[src/rtl/pipeline_hazard_ctrl_pkg.sv]
// Shared constants for the 5-stage core pipeline control: PC select codes,
// address/register widths and the hazard controller state encoding.
package pipeline_hazard_ctrl_pkg;

  localparam int IM_ADDR_BIT = 32;
  localparam int REG_IDX_W   = 5;
  localparam int PC_SEL_BIT  = 2;

  localparam logic [PC_SEL_BIT-1:0] PC_SEL_SEQ = 2'd0;
  localparam logic [PC_SEL_BIT-1:0] PC_SEL_BR  = 2'd1;
  localparam logic [PC_SEL_BIT-1:0] PC_SEL_INT = 2'd2;

  typedef enum logic [1:0] {
    HZ_RUN    = 2'd0,
    HZ_DRAIN  = 2'd1,
    HZ_VECTOR = 2'd2,
    HZ_HALT   = 2'd3
  } hz_state_e;

endpackage

[src/rtl/pipeline_hazard_ctrl_lu_detect.sv]
// Load-use hazard detect: the ID instruction reads a register that the load
// currently in EX has not yet fetched from data memory.
module hazard_load_use_detect
  import pipeline_hazard_ctrl_pkg::*;
(
  input  logic                 ex_load,
  input  logic [REG_IDX_W-1:0] ex_req_w,
  input  logic                 id_rs_used,
  input  logic                 id_rt_used,
  input  logic [REG_IDX_W-1:0] id_rs,
  input  logic [REG_IDX_W-1:0] id_rt,
  output logic                 lu
);

  logic rs_hit;
  logic rt_hit;

  // $zero is never a real dependency, so a load targeting r0 cannot stall.
  assign rs_hit = id_rs_used && (id_rs == ex_req_w);
  assign rt_hit = id_rt_used && (id_rt == ex_req_w);
  assign lu     = ex_load && (ex_req_w != '0) && (rs_hit || rt_hit);

endmodule

[src/rtl/pipeline_hazard_ctrl.sv]
// Central pipeline control: load-use stall, branch flush, interrupt drain and
// redirect, terminal halt, plus a saturating frozen-PC cycle counter.
module pipeline_hazard_ctrl
  import pipeline_hazard_ctrl_pkg::*;
#(
  parameter int DRAIN_CYCLES = 3,
  parameter int CNT_W        = 32
) (
  input  logic                   clk,
  input  logic                   rst_n,
  input  logic                   id_valid,
  input  logic [IM_ADDR_BIT-1:0] id_pc,
  input  logic                   id_rs_used,
  input  logic                   id_rt_used,
  input  logic [REG_IDX_W-1:0]   id_rs,
  input  logic [REG_IDX_W-1:0]   id_rt,
  input  logic                   ex_load,
  input  logic [REG_IDX_W-1:0]   ex_req_w,
  input  logic                   ex_branch_taken,
  input  logic                   int_pending,
  input  logic                   wb_halt,
  output logic                   pc_en,
  output logic [PC_SEL_BIT-1:0]  pc_sel,
  output logic                   if_id_en,
  output logic                   if_id_stall,
  output logic                   if_id_clr,
  output logic                   id_ex_en,
  output logic                   id_ex_clr,
  output logic                   ex_dm_en,
  output logic                   ex_dm_clr,
  output logic                   dm_wb_en,
  output logic                   dm_wb_clr,
  output logic                   inting,
  output logic [IM_ADDR_BIT-1:0] epc,
  output logic                   halted,
  output logic [CNT_W-1:0]       stall_cnt
);

  localparam int              DC_W     = (DRAIN_CYCLES > 1) ? $clog2(DRAIN_CYCLES + 1) : 1;
  localparam logic [DC_W-1:0] CNT_LOAD = DC_W'(DRAIN_CYCLES - 1);

  hz_state_e              state_q, state_d;
  logic [DC_W-1:0]        drain_q, drain_d;
  logic [IM_ADDR_BIT-1:0] epc_q, epc_d;
  logic                   halted_q, halted_d;
  logic [CNT_W-1:0]       stall_q, stall_d;
  logic                   lu;

  function automatic logic [CNT_W-1:0] sat_inc(input logic [CNT_W-1:0] v);
    return (&v) ? v : v + CNT_W'(1);
  endfunction

  hazard_load_use_detect u_lu (
    .ex_load    (ex_load),
    .ex_req_w   (ex_req_w),
    .id_rs_used (id_rs_used),
    .id_rt_used (id_rt_used),
    .id_rs      (id_rs),
    .id_rt      (id_rt),
    .lu         (lu)
  );

  // Outputs fall back to the RUN defaults while reset is held, whatever the inputs.
  always_comb begin
    state_d     = state_q;
    drain_d     = drain_q;
    epc_d       = epc_q;
    halted_d    = halted_q;
    pc_en       = 1'b1;
    pc_sel      = PC_SEL_SEQ;
    if_id_en    = 1'b1;
    if_id_stall = 1'b0;
    if_id_clr   = 1'b1;
    id_ex_en    = 1'b1;
    id_ex_clr   = 1'b1;
    ex_dm_en    = 1'b1;
    ex_dm_clr   = 1'b1;
    dm_wb_en    = 1'b1;
    dm_wb_clr   = 1'b1;
    inting      = 1'b0;
    if (rst_n) begin
      unique case (state_q)
        HZ_RUN: begin
          if (wb_halt) begin
            state_d  = HZ_HALT;
            halted_d = 1'b1;
            pc_en    = 1'b0;
            if_id_en = 1'b0;
            id_ex_en = 1'b0;
            ex_dm_en = 1'b0;
            dm_wb_en = 1'b0;
          end else if (ex_branch_taken) begin
            pc_sel    = PC_SEL_BR;
            if_id_clr = 1'b0;
            id_ex_clr = 1'b0;
          end else if (int_pending && id_valid && !lu) begin
            state_d   = HZ_DRAIN;
            drain_d   = CNT_LOAD;
            epc_d     = id_pc;
            pc_en     = 1'b0;
            if_id_clr = 1'b0;
            id_ex_clr = 1'b0;
          end else if (lu) begin
            pc_en       = 1'b0;
            if_id_stall = 1'b1;
            id_ex_clr   = 1'b0;
          end
        end
        HZ_DRAIN: begin
          pc_en     = 1'b0;
          if_id_clr = 1'b0;
          id_ex_clr = 1'b0;
          if (wb_halt) begin
            state_d  = HZ_HALT;
            halted_d = 1'b1;
          end else if (drain_q == '0) begin
            state_d = HZ_VECTOR;
          end else begin
            drain_d = drain_q - DC_W'(1);
          end
        end
        HZ_VECTOR: begin
          pc_sel    = PC_SEL_INT;
          inting    = 1'b1;
          if_id_clr = 1'b0;
          state_d   = HZ_RUN;
        end
        HZ_HALT: begin
          pc_en    = 1'b0;
          if_id_en = 1'b0;
          id_ex_en = 1'b0;
          ex_dm_en = 1'b0;
          dm_wb_en = 1'b0;
        end
      endcase
    end
  end

  always_comb begin
    stall_d = stall_q;
    if (((state_q == HZ_RUN) || (state_q == HZ_DRAIN)) && !pc_en) begin
      stall_d = sat_inc(stall_q);
    end
  end

  always_ff @(posedge clk or negedge rst_n) begin
    if (!rst_n) begin
      state_q  <= HZ_RUN;
      drain_q  <= '0;
      epc_q    <= '0;
      halted_q <= 1'b0;
      stall_q  <= '0;
    end else begin
      state_q  <= state_d;
      drain_q  <= drain_d;
      epc_q    <= epc_d;
      halted_q <= halted_d;
      stall_q  <= stall_d;
    end
  end

  assign epc       = epc_q;
  assign halted    = halted_q;
  assign stall_cnt = stall_q;

endmodule

[config.mk]
export PLATFORM = sky130hd
export DESIGN_NAME = pipeline_hazard_ctrl
export DESIGN_NICKNAME = d
export VERILOG_FILES = /design/src/rtl/pipeline_hazard_ctrl_pkg.sv /design/src/rtl/pipeline_hazard_ctrl_lu_detect.sv /design/src/rtl/pipeline_hazard_ctrl.sv
export SDC_FILE = /design/constraint.sdc
export NUM_CORES = 1
export LEC_CHECK = 0
export ABC_AREA = 1
export CORE_ASPECT_RATIO = 0.9
export CORE_MARGIN = 3
export CORE_UTILIZATION = 29
export CTS_BUF_LIST = sky130_fd_sc_hd__clkbuf_4
export DETAILED_ROUTE_END_ITERATION = 12
export PLACE_DENSITY_LB_ADDON = 0.1
export SYNTH_ARGS = -nofsm -noshare
export SYNTH_HDL_FRONTEND = slang
export SYNTH_HIERARCHICAL = 1
export SYNTH_SLANG_ARGS = --single-unit
[constraint.sdc]
create_clock -name clk -period 3.79 [get_ports clk]
set_clock_uncertainty 0.1 [all_clocks]
set_input_delay 0.379 -clock clk [delete_from_list [all_inputs] [get_ports clk]]
set_output_delay 0.379 -clock clk [all_outputs]
set_load 0.05 [all_outputs]
==> out/metrics.yaml <==
timing:
  rsz0062_at_grt: "false"
  hold_viol: 0
  timing_max_transition_violations_final: 0
  min_period_over_period_pct: 82.4
  relSlewSlack_pct: 27.0
  finalSetupViolCount: 0
  timing.fmax_mhz: 320
  tightestPinTransition_ps: 1090
  final.min_clock_period_ps: 3120
  finalSetupTns_ps: 0
setup_path:
  endpoint_kind: "output port"
  worstSetupStartpointType: "flop"
  worstRegToRegCells: 6
  worst-path-max-fanout: 38
  critical_path_arrival_ps: 2650
  regToRegStartpoint: "state_q[0]"
  cp_data_required_time_ps: 3310
  reg2reg_setup_slack_ps: 1440
  crit-reg2reg-capture: "epc[21]"
  critPathKind: "reg -> out"
finish:
  final_nets: 804
  regArea_mm2: 0.00173
  insertedDiodeCount: 0
  fillCellCount: 1410
  drive_above_1_share_pct: 4.55
  area_growth_pct: 39.1
  most-common-layout-cells: "295 x nand2_1, 129 x clkdlybuf4s50_1, 69 x dfrtp_1"
  final_cell_count_no_fill: 936
  multi_input_comb_area_mm2: 0.00208
  mostFrequentLayoutCell: "nand2_1"
detailed_routing:
  drc_errors: 0
  finalWirelength_um: 12400
  drt_iter0_markers: 267
  total_vias_in_the_final_route: 4124
  wl_per_cell_um: 13.2
  antenna_left: 0
  drt_first_pass_iters: 5
  viasPerCell: 4.41
floorplan:
  die_width_um: 132
  die_h_um: 119
  start_util_pct: 30.3
  dieArea_mm2: 0.0158
  fp.coreArea_mm2: 0.0137
  top_level_ports: 134
  fp-row-count: 40
clocking:
  inserted_clock_buffers: 9
  number_of_buffers_inserted_for_hold_repair_after_clock_tree_synthesis: 0
  insertion_delay_ps: 430
  ctsResizeCount: 0
  clock_sink_count: 69
  cts_setup_buffers: 0
  clock_tree.root_cell: "clkbuf_4"
  cts.reportedPaths.clkPinSlew_ps: 110
  cts_tree: "done"
  cts_max_path_buffers: 2
  ctsHtreeMaxLevel: 3
global_routing:
  grt_start_max_net_pins: 71
  grt_pass1_wl_um: 20500
  grt_overflow: 0
  number_of_global_route_vias_before_repair: 3959
  grt_antenna_before_repair: 0
  track_usage_pct: 16.0
hold_path:
  min_delay_path_class: "in -> async"
synth:
  mean_cell_area_of_the_mapped_netlist_um2: 6.71
  synth.cell_area_mm2: 0.00414
  synth_edf_count: 0
  synth_seq_cells: 69
  ys_types: 32
  postSynth.asyncResetShare_pct: 100
  ys.flop_type: "dfrtp_1"
  yosys_warnings: 6
  synth-seq-area-share_pct: 41.7
  synth_cells: 617
placed_design:
  routabilityCongestion: 0.865
  io_buffers: 131
  dp_hpwl_um: 9290
  place.detailed.instances: 920
power_and_ir_drop:
  leakage_power_nw: 2.69
  power-per-cell-area_mw_per_mm2: 257
  max_ir_drop_vdd_mv: 0.125
  totalPowerFinal_mw: 1.48
status:
  run_status: "finished, final reports clean"
run:
  timing.max_cap.violations: 0
[report_power, final]
part	switching, mW	leakage, nW	internal [mW]
Combinational	0.0635	1.65	0.0647
Clock	0.282	0.0912	0.330
Sequential	0.000668	0.948	0.738
Total	0.346	2.69	1.13
[synthesized netlist by cell type, types with 2 or more instances]
library cell / n / area [µm²]
buf_2: 3 / 15.0
buf_4: 9 / 67.6
nand2_2: 4 / 25.0
o21ai_0: 16 / 80.1
nand3b_1: 2 / 15.0
inv_1: 50 / 188
xor2_1: 7 / 61.3
nor2_2: 2 / 12.5
nor2_1: 61 / 229
inv_2: 2 / 7.51
nand2_1: 295 / 1110
xnor2_1: 6 / 52.6
a21oi_1: 4 / 20.0
nand4_1: 3 / 18.8
dfrtp_1: 69 / 1730
nor2_4: 2 / 22.5
nand3_1: 56 / 280
buf_6: 2 / 22.5
ha_1: 6 / 75.1
clkbuf_1: 6 / 22.5
[layer usage]
| layer | GRT usage [%] | wire length (µm) | part of all wire, % | up-vias |
|---|---|---|---|---|
| met5 | 0 | 0 | 0 | - |
| met1 | 21.8 | 5820 | 47 | 1879 |
| met4 | 4.33 | 114 | 0.92 | 0 |
| li1 | - | - | - | 2139 |
| met2 | 25.0 | 5710 | 46 | 95 |
| met3 | 4.65 | 735 | 5.9 | 11 |
[how the worst max path moves through the flow]
stage | from | to | slack (ps)
2_1_floorplan | state_q[0] | if_id_stall | 870
3_3_place_gp | ex_req_w[3] | if_id_stall | 660
3_5_place_dp | ex_req_w[3] | if_id_stall | 640
4_1_cts | state_q[0] | if_id_en | 610
5_1_grt | ex_req_w[4] | if_id_stall | 470
6_report | state_q[0] | if_id_en | 670
[critical path, cell delays in order (launching register included)]
cell,delay [ps]
dfrtp_1,420
inv_1,110
ha_1,180
buf_4,360
o21ai_0,150
nand2_1,140
clkdlybuf4s50_1,840
[area by class of cell]
class | instances | area share [%]
Inverter | 54 | 3.56
Tap cell | 189 | 4.10
Multi-Input combinational cell | 474 | 36.2
Clock buffer | 9 | 1.17
Clock inverter | 7 | 1.98
Timing Repair Buffer | 134 | 23.1
Sequential cell | 69 | 30.0
[kinds of logic after synthesis]
logic type                 count (synthesis)  synth area share (%)
AOI/OAI and AO/OA                         23                  3.02
other                                      1                0.0905
xor gates and xnor gates                  13                  2.75
adders and majority gates                  6                  1.81
DFF                                       69                  41.7
and+or+nand+nor                          430                  42.5
buffers and inverters                     75                  8.12
[state kept, by name, indices dropped and copies added, names as in the netlist]
signal / count
halted: 1
stall_cnt: 32
state_q: 2
drain_q: 2
epc: 32
[metrics by stage]
stage / hold slack (ps) / util, % / setup slack, ps / cell area (µm²)
floorplan: -16.6 / - / 872 / 4150
global placement: 354 / 40.8 / 661 / 5580
detailed placement: 359 / 40.8 / 643 / 5580
CTS: 114 / 42.2 / 605 / 5760
global route: 156 / 42.2 / 466 / 5760
finish: 105 / 42.2 / 666 / 5760
No activity file was read; power rests on OpenSTA's default activity.
==> RTL edit (config.mk and constraints unchanged) <==
Change the package constant `IM_ADDR_BIT` from 32 to 16.
--- a/src/rtl/pipeline_hazard_ctrl_pkg.sv
+++ b/src/rtl/pipeline_hazard_ctrl_pkg.sv
@@ -4,3 +4,3 @@
 
-  localparam int IM_ADDR_BIT = 32;
+  localparam int IM_ADDR_BIT = 16;
   localparam int REG_IDX_W   = 5;
Interface: changed (resized epc and id_pc); port bits go from 134 to 102. The function was not compared with the original's and may differ.
==> RTL edit against the unedited design <==
Utilization is 2.0 points lower. Wire length down 20%. Design area down 19%. Combinational power fell by 7%. Via count shrank 15%. Global-route usage is 0.55 points lower. Power down 34%. Sequential cell count down 16. Largest cell class unchanged. Area after synthesis shrank 15%. Critical path depth grew 5. Worst setup slack worse by 0.026 ns. Synthesized cell count down 12%.
==> RTL edit: results (changes against the unedited design) <==
- Largest net degree at the start of global routing: 38 (was 71)
- Antenna cells: 0 (unchanged)
- Worst Path Arrival: 2.67 ns (was 2.65 ns)
- Layout net count: 686 (was 804)
- Final-report max-slew violation count: 0 (unchanged)
- Longest Clk Path Bufs: 2 (unchanged)
- Worst VDD drop: 0.000112 V (was 0.000125 V)
- Max-cap violations: 0 (unchanged)
- Final instance area: 4670 um2 (was 5760 um2)
- Ys Warns: 6 (unchanged)
- Iter 0 DRT Violations: 191 (was 267)
- # resized after CTS: 0 (unchanged)
- Worst-Skew Late Latency: 0.39 ns (was 0.43 ns)
- Post-DP Area: 4600 um2 (was 5580 um2)
- PortBufs: 99 (was 131)
- Crit path max-delay cell type: clkdlybuf4s50_1 (unchanged)
- Max reg flops: 32
- Post-DP HPWL: 7.81 mm (was 9.29 mm)
- Average cell area after synthesis: 6.43 um2 (was 6.71 um2)
- Max transition margin: 0.639 (was 0.270)
- Hold Path Class: input pin to async pin (unchanged)
- Inst Count DP: 788 (was 920)
- Routability congestion estimate: 0.882 (was 0.865)
- Routed WL per cell: 12.4 um (was 13.2 um)
- Worst-path clk slew: 0.18 ns (was 0.11 ns)
- Synth area leaders: dfrtp_1 38%, nand2_1 26%, inv_1 7.0% (was dfrtp_1 42%, nand2_1 27%, nand3_1 6.8%)
- Cts bufs inserted: 5 (was 9)
- First-pass GRT wire length: 16.7 mm (was 20.5 mm)
- P_sw: 275 uW (was 346 uW)
- Seq/Total Area, Yosys: 0.378 (was 0.417)
- Pre-antenna DRT Iters: 6 (was 5)
- CTS H-tree lvls: 2 (was 3)
- Clock Tree Root: clkbuf_4 (unchanged)
- Status: finished, final reports clean (unchanged)
- Synth async-reset ratio: 1.00 (unchanged)
- Commonest cells in the netlist: 245 x nand2_1, 65 x inv_1, 63 x nor2_1 (was 295 x nand2_1, 69 x dfrtp_1, 61 x nor2_1)
- Share of cells above drive strength 1: 0.0374 (was 0.0455)
- Initial antenna violation count: 0 (unchanged)
- Gr usage total: 0.155 (was 0.160)
- Total Wirelength: 9.91 mm (was 12.4 mm)
- Vias per cell: 4.38 (was 4.41)
- Vias in the first global route: 3360 (was 3959)
- P_leak: 2.16 nW (was 2.69 nW)
- Crit-path max FO: 4 (was 38)
- Slowest Stage Delay on Critical Path: 0.80 ns (was 0.84 ns)
- Synth cell types: 30 (was 32)
-- RTL edit: cell types whose count changed after synthesis, moves of 4 or more --
| cell | unedited run | this run |
|---|---|---|
| dfrtp_1 | 69 | 53 |
| inv_1 | 50 | 65 |
| nand2_1 | 295 | 245 |
| nand3_1 | 56 | 22 |
| o21ai_0 | 16 | 26 |
| o21ai_1 | 0 | 4 |
-- RTL edit: final timing paths --
kind                        startpoint       endpoint  slack, ns  depth (start not counted)
min in group clk                halted         halted       0.39                          1
setup / recovery           ex_req_w[0]          pc_en       0.64                         11
hold reg to reg                 halted         halted       0.39                          1
max in group asynchronous        rst_n  stall_cnt[11]       2.34                          3
setup reg to reg            state_q[0]  stall_cnt[27]       1.45                         10
hold / removal                   rst_n        epc[10]       0.37                          2
-- RTL edit: per-stage QoR --
step	utilization	hold WS [ns]	setup slack, ns
4_1_cts	0.402	0.372	0.564
5_1_grt	0.402	0.386	0.449
3_3_place_gp	0.395	0.301	0.647
6_report	0.402	0.374	0.639
2_1_floorplan	-	-0.0166	0.854
3_5_place_dp	0.395	0.291	0.656
-- RTL edit: power groups by stage --
| stage | logic, mW | clock network (mW) | registers (mW) |
|---|---|---|---|
| final | 0.119 | 0.290 | 0.571 |
| after global routing | 0.131 | 0.329 | 0.571 |
| after CTS | 0.121 | 0.310 | 0.571 |
| after detailed placement | 0.119 | 0 | 0.581 |
| after global placement | 0.119 | 0 | 0.581 |
| after floorplan | 0.0428 | 0 | 0.589 |
-- RTL edit: final cells by class --
class	count	area, um2
clock buffer	5	37.5
clock inverter	3	28.8
fill	1218	6950
inverter	70	265
multi-input combinational	408	1810
sequential	53	1330
tap	156	195
timing repair buffer	102	1010
-- RTL edit: logic make-up (layout without fill, tap and decap cells) --
family / Yosys count / in the layout / share of synthesized area
AND/OR/NAND/NOR: 347 / 347 / 0.397
adder cells (fa/ha/maj): 6 / 6 / 0.0214
flip-flops: 53 / 53 / 0.378
buffers and inverters: 85 / 180 / 0.107
AO/OA/AOI/OAI: 39 / 39 / 0.0603
XOR/XNOR: 14 / 14 / 0.0350
other: 1 / 2 / 0.00107
-- RTL edit: routing by layer --
layer	routed length (um)	vias to the layer above	global-route usage
met3	612	4	0.0230
met1	4880	1563	0.226
met2	4360	82	0.246
met5	0	-	0
met4	52	0	0.0288
li1	-	1840	-
-- RTL edit: what timing repair did --
action                                 in CTS  in global routing
endpoints found under the hold margin      16                  0
setup buffers                               0                  0
hold buffers                                1                  0
-- RTL edit: critical path: cells and delay by family --
family          cells  cell delay, ns
buf+inv             4            1.46
simple gates        3            0.23
compound gates      4            0.58
